==> config.mk <==
export PLATFORM = sky130hd
export DESIGN_NAME = barrel_spawner
export DESIGN_NICKNAME = d
export VERILOG_FILES = /design/src/rtl/barrel_spawner_pkg.sv /design/src/rtl/barrel_spawner_slot.sv /design/src/rtl/barrel_spawner.sv
export SDC_FILE = /design/constraint.sdc
export NUM_CORES = 1
export LEC_CHECK = 0
export ABC_AREA = 1
export ABC_CLOCK_PERIOD_IN_PS = 2800
export CAP_MARGIN = 10
export CELL_PAD_IN_SITES_DETAIL_PLACEMENT = 1
export CELL_PAD_IN_SITES_GLOBAL_PLACEMENT = 1
export CORE_ASPECT_RATIO = 0.7
export CORE_MARGIN = 2
export CORE_UTILIZATION = 38
export CTS_CLUSTER_SIZE = 20
export DETAILED_ROUTE_END_ITERATION = 8
export GPL_TIMING_DRIVEN = 0
export PLACE_DENSITY = 0.83
export SYNTH_ARGS = -nofsm -noshare
export SYNTH_HDL_FRONTEND = slang
export SYNTH_SLANG_ARGS = --single-unit
==> constraint.sdc <==
create_clock -name clk -period 2.8 [get_ports clk]
set_clock_uncertainty 0.15 [all_clocks]
set_input_delay 0.56 -clock clk [delete_from_list [all_inputs] [get_ports clk]]
set_output_delay 0.56 -clock clk [all_outputs]
set_load 0.01 [all_outputs]
==> src/rtl/barrel_spawner_pkg.sv <==
// barrel_spawner_pkg: shared Kong game codes, screen geometry and barrel defaults
package barrel_spawner_pkg;
   typedef enum logic {KONG_INITIAL = 1'b0, KONG_PLAYING = 1'b1} kong_state_e;
   typedef enum logic [1:0] {
      KONG_NORMAL = 2'b00,
      KONG_GET    = 2'b01,
      KONG_HOLD   = 2'b10,
      KONG_DROP   = 2'b11
   } kong_anim_e;
   typedef enum logic {DIR_RIGHT = 1'b0, DIR_LEFT = 1'b1} dir_e;
   localparam int SCREEN_W = 640;
   localparam int SCREEN_H = 480;
   localparam int XW = 10;
   localparam int YW = 9;
endpackage

==> src/rtl/barrel_spawner_slot.sv <==
// barrel_slot: one barrel's live flag, position and roll direction with spawn, clear, move and retire
module barrel_slot
   import barrel_spawner_pkg::*;
#(
   parameter int SPAWN_X  = 182,
   parameter int SPAWN_Y  = 166,
   parameter int X_MIN    = 16,
   parameter int X_MAX    = 608,
   parameter int STEP     = 2,
   parameter int ROW_DROP = 40,
   parameter int Y_FLOOR  = 440
) (
   input  logic          clk,
   input  logic          rst,
   input  logic          clear,
   input  logic          load,
   input  logic          tick,
   output logic          active,
   output logic [XW-1:0] x,
   output logic [YW-1:0] y
);
   logic          active_q, active_d;
   logic [XW-1:0] x_q, x_d, mx;
   logic [YW-1:0] y_q, y_d;
   dir_e          dir_q, dir_d;
   logic [XW:0]   xr;
   logic [YW:0]   ny;
   logic          right, hit, move, retire;
   always_comb begin
      right    = dir_q == DIR_RIGHT;
      xr       = {1'b0, x_q} + (XW+1)'(STEP);
      hit      = right ? xr > (XW+1)'(X_MAX) : {1'b0, x_q} < (XW+1)'(X_MIN + STEP);
      mx       = hit ? (right ? XW'(X_MAX) : XW'(X_MIN)) : (right ? xr[XW-1:0] : x_q - XW'(STEP));
      ny       = {1'b0, y_q} + (hit ? (YW+1)'(ROW_DROP) : '0);
      retire   = ny >= (YW+1)'(Y_FLOOR);
      move     = tick & active_q & ~clear;
      active_d = clear ? 1'b0 : load ? 1'b1 : move ? ~retire : active_q;
      x_d      = clear ? x_q : load ? XW'(SPAWN_X) : (move & ~retire) ? mx : x_q;
      y_d      = clear ? y_q : load ? YW'(SPAWN_Y) : (move & ~retire) ? ny[YW-1:0] : y_q;
      dir_d    = clear ? dir_q : load ? DIR_RIGHT : (move & hit) ? (right ? DIR_LEFT : DIR_RIGHT) : dir_q;
   end
   always_ff @(posedge clk) begin
      if (rst) begin
         active_q <= 1'b0;
         x_q      <= XW'(SPAWN_X);
         y_q      <= YW'(SPAWN_Y);
         dir_q    <= DIR_RIGHT;
      end else begin
         active_q <= active_d;
         x_q      <= x_d;
         y_q      <= y_d;
         dir_q    <= dir_d;
      end
   end
   assign active = active_q;
   assign x      = x_q;
   assign y      = y_q;
endmodule

==> src/rtl/barrel_spawner.sv <==
// barrel_spawner: launches a barrel on each new Kong DROP pose and rolls the barrel pool every tick
module barrel_spawner
   import barrel_spawner_pkg::*;
#(
   parameter int NUM_BARRELS = 4,
   parameter int SPAWN_X     = 182,
   parameter int SPAWN_Y     = 166,
   parameter int X_MIN       = 16,
   parameter int X_MAX       = 608,
   parameter int STEP        = 2,
   parameter int ROW_DROP    = 40,
   parameter int Y_FLOOR     = 440,
   localparam int SW         = NUM_BARRELS > 1 ? $clog2(NUM_BARRELS) : 1
) (
   input  logic                   clk,
   input  logic                   rst,
   input  logic                   kong_state,
   input  logic [1:0]             kong_anim,
   input  logic                   over,
   input  logic                   tick,
   input  logic [SW-1:0]          sel,
   output logic [XW-1:0]          barrel_x,
   output logic [YW-1:0]          barrel_y,
   output logic                   barrel_valid,
   output logic [NUM_BARRELS-1:0] active,
   output logic                   spawn_pulse,
   output logic                   spawn_miss,
   output logic [7:0]             spawn_count
);
   logic [1:0]             anim_q, anim_d;
   logic                   spawn_pulse_q, spawn_pulse_d;
   logic                   spawn_miss_q, spawn_miss_d;
   logic [7:0]             count_q, count_d;
   logic                   clearing, drop_edge, spawn;
   logic [NUM_BARRELS-1:0] free_oh, load;
   logic [XW-1:0]          xs [NUM_BARRELS];
   logic [YW-1:0]          ys [NUM_BARRELS];
   always_comb begin
      clearing      = kong_state == KONG_INITIAL || over;
      drop_edge     = kong_anim == KONG_DROP && anim_q != KONG_DROP && !clearing;
      free_oh       = ~active & (active + NUM_BARRELS'(1));
      spawn         = drop_edge & |free_oh;
      load          = spawn ? free_oh : '0;
      anim_d        = kong_anim;
      spawn_pulse_d = spawn;
      spawn_miss_d  = drop_edge & ~|free_oh;
      count_d       = count_q + 8'(spawn);
   end
   always_ff @(posedge clk) begin
      if (rst) begin
         anim_q        <= KONG_NORMAL;
         spawn_pulse_q <= 1'b0;
         spawn_miss_q  <= 1'b0;
         count_q       <= '0;
      end else begin
         anim_q        <= anim_d;
         spawn_pulse_q <= spawn_pulse_d;
         spawn_miss_q  <= spawn_miss_d;
         count_q       <= count_d;
      end
   end
   for (genvar g = 0; g < NUM_BARRELS; g++) begin : g_slot
      barrel_slot #(
         .SPAWN_X (SPAWN_X),
         .SPAWN_Y (SPAWN_Y),
         .X_MIN   (X_MIN),
         .X_MAX   (X_MAX),
         .STEP    (STEP),
         .ROW_DROP(ROW_DROP),
         .Y_FLOOR (Y_FLOOR)
      ) u_slot (
         .clk   (clk),
         .rst   (rst),
         .clear (clearing),
         .load  (load[g]),
         .tick  (tick),
         .active(active[g]),
         .x     (xs[g]),
         .y     (ys[g])
      );
   end
   always_comb begin
      barrel_valid = 1'b0;
      barrel_x     = '0;
      barrel_y     = '0;
      for (int i = 0; i < NUM_BARRELS; i++) begin
         if (int'(sel) == i) begin
            barrel_valid = active[i];
            barrel_x     = xs[i];
            barrel_y     = ys[i];
         end
      end
   end
   assign spawn_pulse = spawn_pulse_q;
   assign spawn_miss  = spawn_miss_q;
   assign spawn_count = count_q;
endmodule

* After elaboration in Yosys (flattened, before gate mapping)
Cells that the tools add are included.
Widths: inputs -> output; s select.
** Word-level totals
- Memories :: 0
- Register bits after elaboration :: 96
- Memory bits (read-only) :: 0
- Word-level logic and storage cells :: 174
- Output and inout bits :: 34
- Bits in latches :: 0
- RAM bits :: 0
** Cells by class
- Add/sub/neg operators :: 14
- Shifts and indexed selects :: 0
- Order comparisons :: 12
- Reduce and logical (&&, ||, !) cells :: 28
- Divide/modulo/power cells :: 0
- Equality and inequality tests :: 5
- $mul :: 0
- Mux-type cells :: 69
- Bitwise gates (word level) :: 26
** Operators by type and width (count)
- $mux 10 :: 24
- $mux 9 :: 12
- $add 10x2->11 const B :: 4
- $gt 11x10->1 const B :: 4
- $add 9x10->10 :: 4
- $ge 10x9->1 const B :: 4
- $lt 10x5->1 const B :: 4
- $sub 10x2->10 const B :: 4
- $mux 1 :: 28
- $mux 6 :: 4
- $reduce_bool 2->1 :: 12
- $and 1x1->1 :: 18
- $reduce_and 2->1 :: 8
- $add 8x1->8 :: 1
- $eq 2x2->1 const B :: 3
- $not 1->1 :: 6
- $add 4x1->4 const B :: 1
- $and 4x4->4 :: 1
- $mux 4 :: 1
- $not 4->4 :: 1
- $reduce_or 4->1 :: 1
- $eq 2x1->1 const B :: 1
- $logic_and 1x1->1 :: 2
- $logic_not 1->1 :: 2
- 4 further kinds :: 4

* Depth between registers and ports, before layout
Gate-level depths: netlist of run 1.
- Depth in word-level cells :: 10
- Depth in mapped cells :: 26
- Mapped depth without buffers :: 25

* By module
A second synthesis of run 1 with hierarchy kept.
** Second synthesis, totals
- Cell total of the unflattened synthesis :: 1076
- Area, all modules :: 6505.0 sq um
** By module, submodules not included
- barrel_slot :: instances 4, cells an instance 221, area each 1367.6 sq um, seq. area each 360.3 sq um
- barrel_spawner :: instances 1, cells an instance 192, area each 1034.7 sq um, seq. area each 240.2 sq um

* Worst setup path before layout of run 1
OpenSTA, ideal clock, no wires.
- Kind :: reg-to-reg
- Start :: reg g_slot[0].u_slot.x_q[2]
- End :: reg g_slot[0].u_slot.x_q[4]
- Data required time :: 2.524 ns
- Slack :: -0.263 ns
- Library setup time :: 0.126 ns
- Clock period less this slack :: 3.063 ns
- Path buffers :: 1
- Arrival :: 2.788 ns
- Cell stages (with the launch flop) :: 26
- Cells stage by stage :: dfxtp_1 ha_1 nand2_1 nor2_2 nand3_1 o21ai_0 nor2_1 nand2_1 nand2_1 nand2_2 nand2_2 buf_6 inv_1 ha_1 ha_1 nand2_1 a21oi_1 xor2_1 a21oi_1 nand2_1 nand2_2 nand2_2 inv_2 nand2_1 nand2_1 nand2_1
** On the way
- Word-level cells in the longest chain between the ends :: 10
- Elaborated cells on any way between the ends :: 16
- Those cells by class :: add/sub (3); order compare (3); mux (6); bitwise (2); reduce/logical (2)
** RTL lines
- start, declared :: line barrel_spawner_slot.sv:23 : logic [XW-1:0] x_q, x_d, mx;
- start signal, assigned :: line barrel_spawner_slot.sv:45 : x_q <= XW'(SPAWN_X);
- $add 10x2->11 :: line barrel_spawner_slot.sv:31 : xr = {1'b0, x_q} + (XW+1)'(STEP);
- $gt 11x10->1 :: line barrel_spawner_slot.sv:32 : hit = right ? xr > (XW+1)'(X_MAX) : {1'b0, x_q} < (XW+1)'(X_MIN + STEP);
- $mux 1 :: line barrel_spawner_slot.sv:32
- $mux 6 :: line barrel_spawner_slot.sv:34 : ny = {1'b0, y_q} + (hit ? (YW+1)'(ROW_DROP) : '0);
- $add 9x10->10 :: line barrel_spawner_slot.sv:34
- $ge 10x9->1 :: line barrel_spawner_slot.sv:35 : retire = ny >= (YW+1)'(Y_FLOOR);
- $not 1->1 :: line barrel_spawner_slot.sv:38 : x_d = clear ? x_q : load ? XW'(SPAWN_X) : (move & ~retire) ? mx : x_q;
- $and 1x1->1 :: line barrel_spawner_slot.sv:38
- $reduce_bool 2->1 (no source line)
- $reduce_and 2->1 (no source line)
Several ways; a longest one is shown, not always the timed one. The select of a mux whose other input is x is not followed.
A chain may end at the register's enable or synchronous reset.

* Final worst setup path of run 1
- Start :: reg g_slot[1].u_slot.x_q[2]
- End :: reg g_slot[1].u_slot.y_q[6]
** On the way
- Word-level cells in the longest chain between the ends :: 10
- Elaborated cells on any way between the ends :: 13
- Those cells by class :: add/sub (2); order compare (3); mux (4); bitwise (2); reduce/logical (2)
** RTL lines
- start, declared :: line barrel_spawner_slot.sv:23
- start signal, assigned :: line barrel_spawner_slot.sv:45
- $add 10x2->11 :: line barrel_spawner_slot.sv:31
- $gt 11x10->1 :: line barrel_spawner_slot.sv:32
- $mux 1 (*) :: line barrel_spawner_slot.sv:32
- $mux 6 (*) :: line barrel_spawner_slot.sv:34
- $add 9x10->10 (*) :: line barrel_spawner_slot.sv:34
- $ge 10x9->1 :: line barrel_spawner_slot.sv:35
- $not 1->1 :: line barrel_spawner_slot.sv:39 : y_d = clear ? y_q : load ? YW'(SPAWN_Y) : (move & ~retire) ? ny[YW-1:0] : y_q;
- $and 1x1->1 :: line barrel_spawner_slot.sv:39
- $reduce_bool 2->1 (no source line)
- $reduce_and 2->1 (no source line)
- end signal, assigned :: line barrel_spawner_slot.sv:46 : y_q <= YW'(SPAWN_Y);
- end signal, assigned :: line barrel_spawner_slot.sv:51 : y_q <= y_d;
- end, declared :: line barrel_spawner_slot.sv:24 : logic [YW-1:0] y_q, y_d;
Mark *: on every way between the ends. The rest lies on a longest branch, timed or not. The select of a mux whose other input is x is not followed.

==> reports/metrics.yaml, run 1 <==
status:
  outcome: "finished with violations"
  violations: "negative setup slack"
worst_hold_path:
  min_path_type: "flip-flop to flip-flop"
timing:
  rsz0062_at_grt: "true"
  hold_viol: 0
  fmax_ghz: 0.281
  slew_violations: 0
  tightest_slew_ns: 1.12
  finalCriticalPeriod_ns: 3.55
  period_share_pct: 127
  slew_headroom_pct: 25.4
  layout_setup_ws_ns: -0.752
  setup_viol: 66
power:
  vdd_drop_max_v: 0.000309
  sequentialPowerShare_pct: 43.7
  switching_share_pct: 28.4
  pwr_density_cell_nw_per_um2: 267
  p_clk_share_pct: 49.2
  intPower_uw: 1940
  p_leak_uw: 0.00419
  combPwrFrac_pct: 7.1
  switchingPower_uw: 771
floorplan:
  rows: 38
  die_height_um: 109
  dieArea_um2: 16800
  initial_core_util_pct: 38.8
  core_area_um2: 15500
  ios: 43
  die_w_um: 154
routing:
  detail-route-antenna-nets: 0
  drcViolationCount: 0
  drt_wl_total_mm: 38.1
  first_pass_iters: 6
  wl_per_cell_um: 28.2
  vias: 8622
  viasPerCell: 6.37
  drt_iter0_markers: 794
setup_path:
  cp-end-kind: "flip-flop"
  cp_num_buf_inv: 5
  crit_path_start: "g_slot[1].u_slot.x[2]"
  cp_max_fo: 6
  crit_slowest_cell: "dfxtp_4"
  cp-start-kind: "flip-flop"
  critPathRequiredTime_ns: 2.89
  cp_data_arrival_time_ns: 3.64
  critPathMaxStageDelay_ns: 0.40
  cp_top_family: "simple AND/OR/NAND/NOR gates"
  path_class: "flip-flop to flip-flop"
  worstSetupEndpoint: "g_slot[1].u_slot.y[6]"
  path_cells: "buf_4 -> nor3_4 -> nor2_2 -> nor3_2 -> or2_2 -> nand2_8 -> inv_6 -> ha_4 -> ha_4 -> nand2_2 -> a21oi_4 -> xor2_1 -> inv_1 -> nand3_2 -> nand2_4 -> nand2_8 -> buf_12 -> o22ai_2 -> inv_1 -> nor2_1"
  r2r_slack_ns: -0.75
  r2r_start: "g_slot[1].u_slot.x[2]"
  crit_cells: 20
  rr_endpoint: "g_slot[1].u_slot.y[6]"
  reg2reg_depth: 20
logic_synthesis:
  ys_seq_elements: 84
  synth.yosys.seq_area_share_pct: 28.0
  synthCells: 954
  ys_types: 40
  async_flop_share_pct: 0
  netlist_area_um2: 6000
  dominantRegCellSynth: "dfxtp_1"
  ys_warn_count: 0
  syn_area_per_cell_um2: 6.29
  synth-edff-count: 0
cells_and_area:
  final_area_um2: 10100
  final_common_cell: "nand2_1"
  fin_nets: 1180
  layout-drive-gt1-share_pct: 43.8
  n_fill_cell: 1856
  syn2layout_area_growth_pct: 69.1
  final_cell_mix: "nand2_1, buf_4, inv_1"
  n_antenna_cell: 0
clock_network:
  tritoncts.num_buffers: 9
  htreeDepth: 3
  clockRootBuffer: "clkbuf_16"
  cts_tree: "built"
  clk_latency_ns: 0.38
  cts_sinks: 84
  cts_max_path_buffers: 2
  cts.hold.buffers_added: 0
  cts.clk_slew.worst_paths_ns: 0.08
global_routing:
  grt_overflow: 0
  grt_max_degree: 16
  grt_pass1_wl_mm: 46.9
  grtUsageTotal_pct: 36.2
  antenna_found_initial: 0
  grt_pass1_vias: 8293
place:
  dp_hpwl_mm: 16.8
  placed_area_um2: 7030
  gp_congestion: 0.906
  dp_slack_ns: -0.988
  port_buffers: 40
flow_run:
  maxCapViolations: 0
==> area by class of cell <==
cell class / instances / area, um^2 / share of cell area [%]
multi-input combinational: 700 / 5300 / 52.2
sequential: 84 / 1750 / 17.2
timing repair buffer: 185 / 1690 / 16.6
inverter: 138 / 616 / 6.07
tap: 200 / 250 / 2.47
buffer: 31 / 245 / 2.42
clock buffer: 9 / 225 / 2.22
clock inverter: 7 / 73.8 / 0.727
==> power by group through the flow <==
stage               Combinational [uW]  Clock, uW  Sequential, uW
global placement                   147          0            1220
finish                             192       1330            1190
floorplan                         71.2          0            1220
CTS                                162       1270            1190
detailed placement                 151          0            1220
global route                       196       1340            1190
==> cells in the mapped netlist, types with 11 or more instances <==
cell	number	area, um^2
o22ai_1	17	106
inv_1	129	484
nand4_1	12	75.1
nor3_1	11	55.1
clkbuf_1	16	60.1
dfxtp_1	84	1680
nor2_1	77	289
o21ai_0	59	295
a21oi_1	57	285
buf_4	13	97.6
xor2_1	39	342
nand2_2	13	81.3
nand2_1	245	920
o21ai_1	12	60.1
ha_1	22	275
a31oi_1	12	75.1
nand3_1	75	375
==> how the worst min path moves through the flow <==
stage | cells after the start | startpoint | endpoint
after floorplan | 2 | g_slot[2].u_slot.y[1] | g_slot[2].u_slot.y[1]
after global placement | 2 | g_slot[2].u_slot.y[1] | g_slot[2].u_slot.y[1]
after detailed placement | 2 | g_slot[1].u_slot.y[1] | g_slot[1].u_slot.y[1]
after CTS | 2 | g_slot[1].u_slot.y[1] | g_slot[1].u_slot.y[1]
after global routing | 2 | g_slot[2].u_slot.y[1] | g_slot[2].u_slot.y[1]
final | 2 | g_slot[2].u_slot.y[1] | g_slot[2].u_slot.y[1]
==> worst reg2reg max path, stage by stage (launching register included) <==
cell and delay, ns:
dfxtp_4 0.40, buf_4 0.19, nor3_4 0.30, nor2_2 0.11, nor3_2 0.24, or2_2 0.24
nand2_8 0.08, inv_6 0.08, ha_4 0.17, ha_4 0.20, nand2_2 0.08, a21oi_4 0.15
xor2_1 0.18, inv_1 0.10, nand3_2 0.11, nand2_4 0.12, nand2_8 0.17, buf_12 0.18
o22ai_2 0.07, inv_1 0.07, nor2_1 0.05
==> through the flow <==
stage | hold slack (ns) | instances | TNS [ns] | total power, uW | util [%]
after floorplan | 0.262 | 955 | -0.374 | 1290 | -
after global placement | 0.276 | 1195 | -43.26 | 1370 | 45.5
after detailed placement | 0.285 | 1195 | -47.52 | 1370 | 45.5
after CTS | 0.302 | 1315 | -13.55 | 2620 | 57.6
after global routing | 0.369 | 1354 | -43.60 | 2720 | 65.7
final | 0.376 | 1354 | -39.04 | 2710 | 65.7
==> flip-flops by register name, indices dropped and copies added (netlist names) <==
signal                count
spawn_pulse               1
anim_q                    2
g_slot.u_slot.x          36
spawn_count               8
g_slot.u_slot.dir_q       4
spawn_miss                1
g_slot.u_slot.active      4
g_slot.u_slot.y          28
==> cells by family after synthesis <==
group                      synth area share (%)
buffers and inverters                      11.8
and+or+nand+nor                            33.1
xor gates and xnor gates                   5.98
AOI/OAI and AO/OA                          16.5
adders and majority gates                  4.59
DFF                                        28.0
other                                    0.0625
==> what timing repair did <==
action / 4_1_cts / 5_1_grt
setup endpoints to repair: 82 / 73
cloned: 4 / 0
endpoints found under the hold margin: 0 / 0
gates resized for setup: 224 / 211
pin swaps: 89 / 85
buffers inserted: 103 / 42
==> per-layer routing <==
metal | GRT usage [%] | vias up | share of wire (%)
met3 | 10.5 | 285 | 9.7
met5 | 0 | - | 0
li1 | - | 3478 | -
met4 | 18.1 | 0 | 7.8
met1 | 43.6 | 4182 | 37
met2 | 59.8 | 677 | 45
Power figures use the tool's default switching activity.
==> run 2, diff against run 1 <==
- ABC_AREA: 1 -> unset
- CORE_UTILIZATION: 38 -> 41
- PLACE_DENSITY: 0.83 -> 0.84
==> reports/metrics.yaml, run 2 <==
status:
  outcome: "finished with violations"
  violations: "negative setup slack"
timing:
  fmax_ghz: 0.239  # -15%
  period_share_pct: 150  # +23 points
  tightest_slew_ns: 0.989  # -0.130 ns
  layout_setup_ws_ns: -1.39  # -0.640 ns
  finalCriticalPeriod_ns: 4.19  # +0.640 ns
  slew_violations: 0  # unchanged
  rsz0062_at_grt: "true"
  setup_tns_ns: -72.31  # -33.27 ns
  hold_slack_ns: 0.327  # -0.0491 ns
  hold_viol: 0  # unchanged
  slew_headroom_pct: 34.1  # +8.7 points
  setup_viol: 72  # +9.1%
clock_network:
  cts_tree: "built"
  tritoncts.num_buffers: 9  # unchanged
  cts_sinks: 84  # unchanged
  cts.hold.buffers_added: 0  # unchanged
  cts_max_path_buffers: 2  # unchanged
  cts.clk_slew.worst_paths_ns: 0.08  # about the same
  clockRootBuffer: "clkbuf_16"
  clk_latency_ns: 0.37  # about the same
  htreeDepth: 3  # unchanged
routing:
  wl_per_cell_um: 33.6  # +19%
  first_pass_iters: 5  # -1
  drt_iter0_markers: 1023  # +29%
  drt_wl_total_mm: 38.2  # +0.12%
  drcViolationCount: 0  # unchanged
  detail-route-antenna-nets: 0  # unchanged
  vias: 8312  # -3.6%
  viasPerCell: 7.32  # +15%
logic_synthesis:
  ys_types: 85  # +110%
  muxShareOfSynthArea_pct: 6.94  # +6.9 points
  dominantRegCellSynth: "dfxtp_1"
  yosys.area_share.xor_xnor_pct: 2.99  # -3.0 points
  synth-edff-count: 0  # unchanged
  synthSimpleGateAreaFrac_pct: 25.3  # -7.8 points
  ys_top_cells_by_count: "dfxtp_1, nor2_1, nand2_1"
  synth_most_common_cell: "dfxtp_1"
  yosys.area.top_type_share_pct: 27.3  # -0.68 points
  synth_top_cell_by_area: "dfxtp_1"
  async_flop_share_pct: 0  # unchanged
  ys_seq_elements: 84  # unchanged
  synth.yosys.seq_area_share_pct: 27.3  # -0.68 points
  synthCells: 771  # -19%
  synthTopCellsByArea: "dfxtp_1, mux4_2, ha_1"
  synth_top_family_by_area: "compound AO/OA/AOI/OAI gates"
  ys_warn_count: 0  # unchanged
  netlist_area_um2: 6150  # +2.5%
  synth_fa_ha_area_share_pct: 4.48  # -0.11 points
  syn_area_per_cell_um2: 7.98  # +27%
  synth_compound_area_share_pct: 25.6  # +9.2 points
power:
  vdd_drop_max_v: 0.000335  # +8.3%
  totalPowerFinal_uw: 2740  # +0.89%
  pwr_density_cell_nw_per_um2: 278  # +4.1%
  p_leak_uw: 0.00359  # -14%
worst_hold_path:
  min_path_type: "flip-flop to flip-flop"
setup_path:
  critPathRequiredTime_ns: 2.92  # +0.03 ns
  cp-end-kind: "flip-flop"
  critPathMaxStageDelay_ns: 0.44  # +0.04 ns
  cp_max_fo: 6  # unchanged
  cp-start-kind: "flip-flop"
  path_cells: "ha_4 -> nand4_1 -> buf_4 -> o21a_1 -> o221ai_1 -> o31a_2 -> a21oi_4 -> ha_4 -> ha_4 -> xor2_4 -> nand3_4 -> o41ai_4 -> or2_4 -> buf_6 -> buf_8 -> a31oi_1 -> nor2_1"
  crit_slowest_cell: "o41ai_4"
  cp_data_arrival_time_ns: 4.31  # +0.67 ns
  path_common_cell: "ha_4"
  path_class: "flip-flop to flip-flop"
floorplan:
  core_area_um2: 14700  # -5.0%
  rows: 37  # -2.6%
  ios: 43  # unchanged
  die_w_um: 150  # -2.5%
  initial_core_util_pct: 41.9  # +3.1 points
  dieArea_um2: 16000  # -4.9%
  die_height_um: 106  # -2.5%
place:
  gp_congestion: 0.886  # -2.2%
  dp_hpwl_mm: 17.7  # +5.4%
  port_buffers: 38  # -5.0%
cells_and_area:
  final_common_cell: "buf_4"
  largest_reg_flops: 36  # unchanged
  syn2layout_area_growth_pct: 60.0
  layout-drive-gt1-share_pct: 46.2  # +2.4 points
  multi_input_area_um2: 5470  # +3.1%
  regArea_um2: 1730  # -1.4%
  fin_nets: 965  # -18%
  n_fill_cell: 1555  # -16%
  final_cell_mix: "buf_4, dfxtp_1, nor2_1"
global_routing:
  grtUsageTotal_pct: 38.8  # +2.6 points
  grt_pass1_vias: 7998  # -3.6%
  grt_pass1_wl_mm: 47.4  # +1.1%
  grt_overflow: 0  # unchanged
  grt_max_degree: 15  # -1
  antenna_found_initial: 1  # +1
flow_run:
  maxCapViolations: 0  # unchanged
==> run 2: cell count changes in the layout (fill, tap and decap cells not counted), moves of 16 or more <==
| cell | change |
|---|---|
| xor2_1 | -18 |
| inv_1 | -78 |
| buf_4 | -30 |
| nand2_4 | -32 |
| nand2_1 | -127 |
| o21ai_0 | -24 |
| nand2_2 | -29 |
| mux4_2 | +16 |
==> run 2: cells by family after synthesis <==
| logic type | after synthesis |
|---|---|
| muxes | 21 |
| and+or+nand+nor | 306 |
| AOI/OAI and AO/OA | 227 |
| DFF | 84 |
| buffers and inverters | 89 |
| other | 1 |
| xor gates and xnor gates | 21 |
| adders and majority gates | 22 |
==> run 2: worst paths after layout <==
path,from,to,slack [ns],depth (start not counted)
max,g_slot[0].u_slot.x[1],g_slot[0].u_slot.x[9],-1.39,17
min,g_slot[3].u_slot.y[1],g_slot[3].u_slot.y[1],0.33,1
max reg2reg,g_slot[0].u_slot.x[1],g_slot[0].u_slot.x[9],-1.39,17
min reg2reg,g_slot[3].u_slot.y[1],g_slot[3].u_slot.y[1],0.33,1
==> run 2: area by class of cell <==
cell class	count	area share [%]
antenna	2	0.0509
buffer	50	5.14
clock buffer	9	2.29
clock inverter	7	0.928
inverter	30	1.17
multi-input combinational	599	55.6
sequential	84	17.5
tap	195	2.48
timing repair buffer	160	14.8
==> run 2: through the flow <==
stage / setup slack [ns] / instances / utilization [%] / area (um^2)
floorplan: -0.757 / 772 / - / 6830
detailed placement: -1.55 / 1005 / 50.8 / 7450
finish: -1.39 / 1136 / 67.0 / 9840
global placement: -1.33 / 1005 / 50.8 / 7450
global route: -1.43 / 1134 / 67.0 / 9830
CTS: -0.986 / 1099 / 61.8 / 9070
==> run 2: critical path, delay by kind of cell (launching register included) <==
family / cells / cell delay (ns)
adder cells (fa/ha/maj): 3 / 0.57
AO/OA/AOI/OAI: 6 / 1.39
buffers and inverters: 3 / 0.45
XOR/XNOR: 1 / 0.25
flip-flops: 1 / 0.38
AND/OR/NAND/NOR: 4 / 0.89
==> run 2: what timing repair did <==
item / 4_1_cts / 5_1_grt
endpoints found under the setup margin: 95 / 69
gates resized for setup: 163 / 119
pin swaps: 62 / 64
buffers inserted: 79 / 41
cloned: 4 / 0
==> run 2: power by group <==
| group | leakage, uW | total (uW) | internal (uW) | switching [uW] |
|---|---|---|---|---|
| clock network | 0.000155 | 1410 | 782 | 632 |
| logic | 0.00275 | 133 | 46.6 | 86.5 |
| registers | 0.000678 | 1190 | 1190 | 1.83 |
| total | 0.00359 | 2740 | 2020 | 721 |
==> run 2: routing by layer <==
| layer | GRT usage [%] | up-vias | part of all wire (%) | wire length, um |
|---|---|---|---|---|
| li1 | - | 3179 | - | - |
| met1 | 48.6 | 4024 | 36 | 13800 |
| met2 | 64.2 | 833 | 44 | 16900 |
| met3 | 8.15 | 276 | 12 | 4610 |
| met4 | 17.4 | 0 | 7.5 | 2850 |
| met5 | 0 | - | 0 | 0 |
==> run 3, diff against run 2 <==
--- a/config.mk
+++ b/config.mk
@@ -21 +21,2 @@
 export SYNTH_SLANG_ARGS = --single-unit
+export TNS_END_PERCENT = 30
==> constraint.sdc (replaced) <==
create_clock -name clk -period 2.8 [get_ports clk]
set_clock_uncertainty 0.15 [all_clocks]
set_input_delay 0.28 -clock clk [delete_from_list [all_inputs] [get_ports clk]]
set_output_delay 0.28 -clock clk [all_outputs]
set_load 0.01 [all_outputs]
==> reports/metrics.yaml, run 3 (synthesized netlist as in run 2, its figures left out) <==
global_routing:
  grt_pass1_vias: 7824  # -2.2%
  grt_max_degree: 15  # unchanged
  antenna_found_initial: 0  # -1
  grt_overflow: 0  # unchanged
  grt_pass1_wl_mm: 46.8  # -1.3%
  grtUsageTotal_pct: 38.7  # -0.16 points
setup_path:
  cp-end-kind: "flip-flop"
  cp_data_arrival_time_ns: 4.17  # -0.14 ns
  path_common_cell: "ha_4"
  critPathMaxStageDelay_ns: 0.39  # -0.05 ns
  cp-start-kind: "flip-flop"
  critPathRequiredTime_ns: 2.94  # +0.02 ns
  path_cells: "ha_4 -> nand4_1 -> a211oi_4 -> nand2_1 -> and3_4 -> and2_4 -> ha_4 -> ha_4 -> a21o_1 -> buf_6 -> nand4_1 -> a32oi_2 -> a211oi_4 -> buf_4 -> a21boi_4 -> buf_6 -> nand2_2 -> o211ai_1"
  reg2reg_depth: 18  # +1
  crit_slowest_cell: "dfxtp_4"
  cp_max_fo: 5  # -1
  path_class: "flip-flop to flip-flop"
timing:
  slew_headroom_pct: 27.9  # -6.2 points
  layout_setup_ws_ns: -1.23  # +0.164 ns
  period_share_pct: 144  # -5.9 points
  slew_violations: 0  # unchanged
  hold_slack_ns: 0.329  # +0.00293 ns
  setup_viol: 74  # +2.8%
  finalCriticalPeriod_ns: 4.03  # -0.164 ns
  tightest_slew_ns: 1.08  # +0.0869 ns
  fmax_ghz: 0.248  # +4.1%
  rsz0062_at_grt: "true"
  hold_viol: 0  # unchanged
clock_network:
  tritoncts.num_buffers: 9  # unchanged
  htreeDepth: 3  # unchanged
  cts_tree: "built"
  clk_latency_ns: 0.38  # about the same
  cts.clk_slew.worst_paths_ns: 0.08  # about the same
  cts.hold.buffers_added: 0  # unchanged
  clockRootBuffer: "clkbuf_16"
  cts_max_path_buffers: 2  # unchanged
  cts_sinks: 84  # unchanged
floorplan:
  rows: 37  # unchanged
  ios: 43  # unchanged
  core_area_um2: 14700  # unchanged
  dieArea_um2: 16000  # unchanged
  initial_core_util_pct: 41.9  # unchanged
  die_w_um: 150  # unchanged
  die_height_um: 106  # unchanged
routing:
  wl_per_cell_um: 31.8  # -5.3%
  wl_met1_mm: 12.9  # -6.5%
  met3WireLength_mm: 3.78  # -18%
  drt_iter0_markers: 920  # -10%
  detail-route-antenna-nets: 0  # unchanged
  drt_wl_total_mm: 35.4  # -7.3%
  viasPerCell: 7.20  # -1.6%
  vias: 8005  # -3.7%
  drcViolationCount: 0  # unchanged
  wl_met2_mm: 15.8  # -7.1%
  first_pass_iters: 6  # +1
  highest_layer: "met4"
place:
  dp_slack_ns: -1.66  # -0.112 ns
  gp_congestion: 0.966  # +9.0%
  place_inst: 1005  # unchanged
  dp_hpwl_mm: 17.8  # +0.37%
  port_buffers: 38  # unchanged
worst_hold_path:
  min_delay_path_depth: 1  # unchanged
  min_path_type: "flip-flop to flip-flop"
power:
  vdd_drop_max_v: 0.000468  # +40%
  pwr_density_cell_nw_per_um2: 289  # +3.8%
  totalPowerFinal_uw: 2690  # -1.7%
  p_leak_uw: 0.00336  # -6.2%
cells_and_area:
  fin_cells: 1112  # -2.1%
  largest_reg_flops: 36  # unchanged
  syn2layout_area_growth_pct: 51.5
  fin_nets: 942  # -2.4%
  final_common_cell: "buf_4"
  final_cell_mix: "buf_4, dfxtp_1, nor2_1"
  layout-drive-gt1-share_pct: 40.4  # -5.8 points
status:
  violations: "negative setup slack"
  outcome: "finished with violations"
flow_run:
  maxCapViolations: 0  # unchanged
## run 3: repair_timing
item,in CTS,in global routing
setup buffers,74,24
gates resized for setup,159,96
pin swaps,69,40
setup endpoints to repair,74,79
cloned,2,0
endpoints found under the hold margin,0,0
## run 3: power breakdown
| group | internal, uW | total, uW | leakage, uW | switching, uW |
|---|---|---|---|---|
| sequential | 1190 | 1190 | 0.000677 | 1.73 |
| clock | 782 | 1380 | 0.000154 | 599 |
| combinational | 38.0 | 118 | 0.00253 | 79.8 |
## run 3: critical path: cells and delay by family (launching register included)
kind,cells,cell delay (ns)
adders and majority gates,3,0.54
AOI/OAI and AO/OA,6,1.46
DFF,1,0.39
and+or+nand+nor,6,0.91
buffers and inverters,3,0.47
## run 3: final timing paths
check	from	endpoint	slack, ns
setup / recovery	g_slot[3].u_slot.x[1]	g_slot[3].u_slot.x[2]	-1.23
hold / removal	g_slot[1].u_slot.y[1]	g_slot[1].u_slot.y[1]	0.33
setup reg to reg	g_slot[3].u_slot.x[1]	g_slot[3].u_slot.x[2]	-1.23
hold reg to reg	g_slot[1].u_slot.y[1]	g_slot[1].u_slot.y[1]	0.33
## run 3: stage by stage
step                      cell area, um^2  util (%)  TNS (ns)
after floorplan                      6630         -    -40.98
after global placement               7250      49.4    -76.39
after detailed placement             7250      49.4    -90.31
after CTS                            8770      59.7    -52.93
after global routing                 9310      63.4    -71.54
final                                9310      63.5    -66.32
## run 3: cell type report
type | instances | area, um^2
Inverter | 30 | 113
Clock inverter | 5 | 76.3
Multi-Input combinational cell | 599 | 5170
Clock buffer | 11 | 233
Timing Repair Buffer | 136 | 1240
Antenna cell | 1 | 2.50
Tap cell | 195 | 244
Buffer | 51 | 509
Fill cell | 1615 | 5360
Sequential cell | 84 | 1720
## run 3: layer usage
| metal | vias to the layer above | track usage (%) |
|---|---|---|
| met3 | 298 | 10.5 |
| met1 | 3848 | 47.4 |
| li1 | 3142 | - |
| met5 | - | 0 |
| met4 | 0 | 20.6 |
| met2 | 717 | 61.8 |
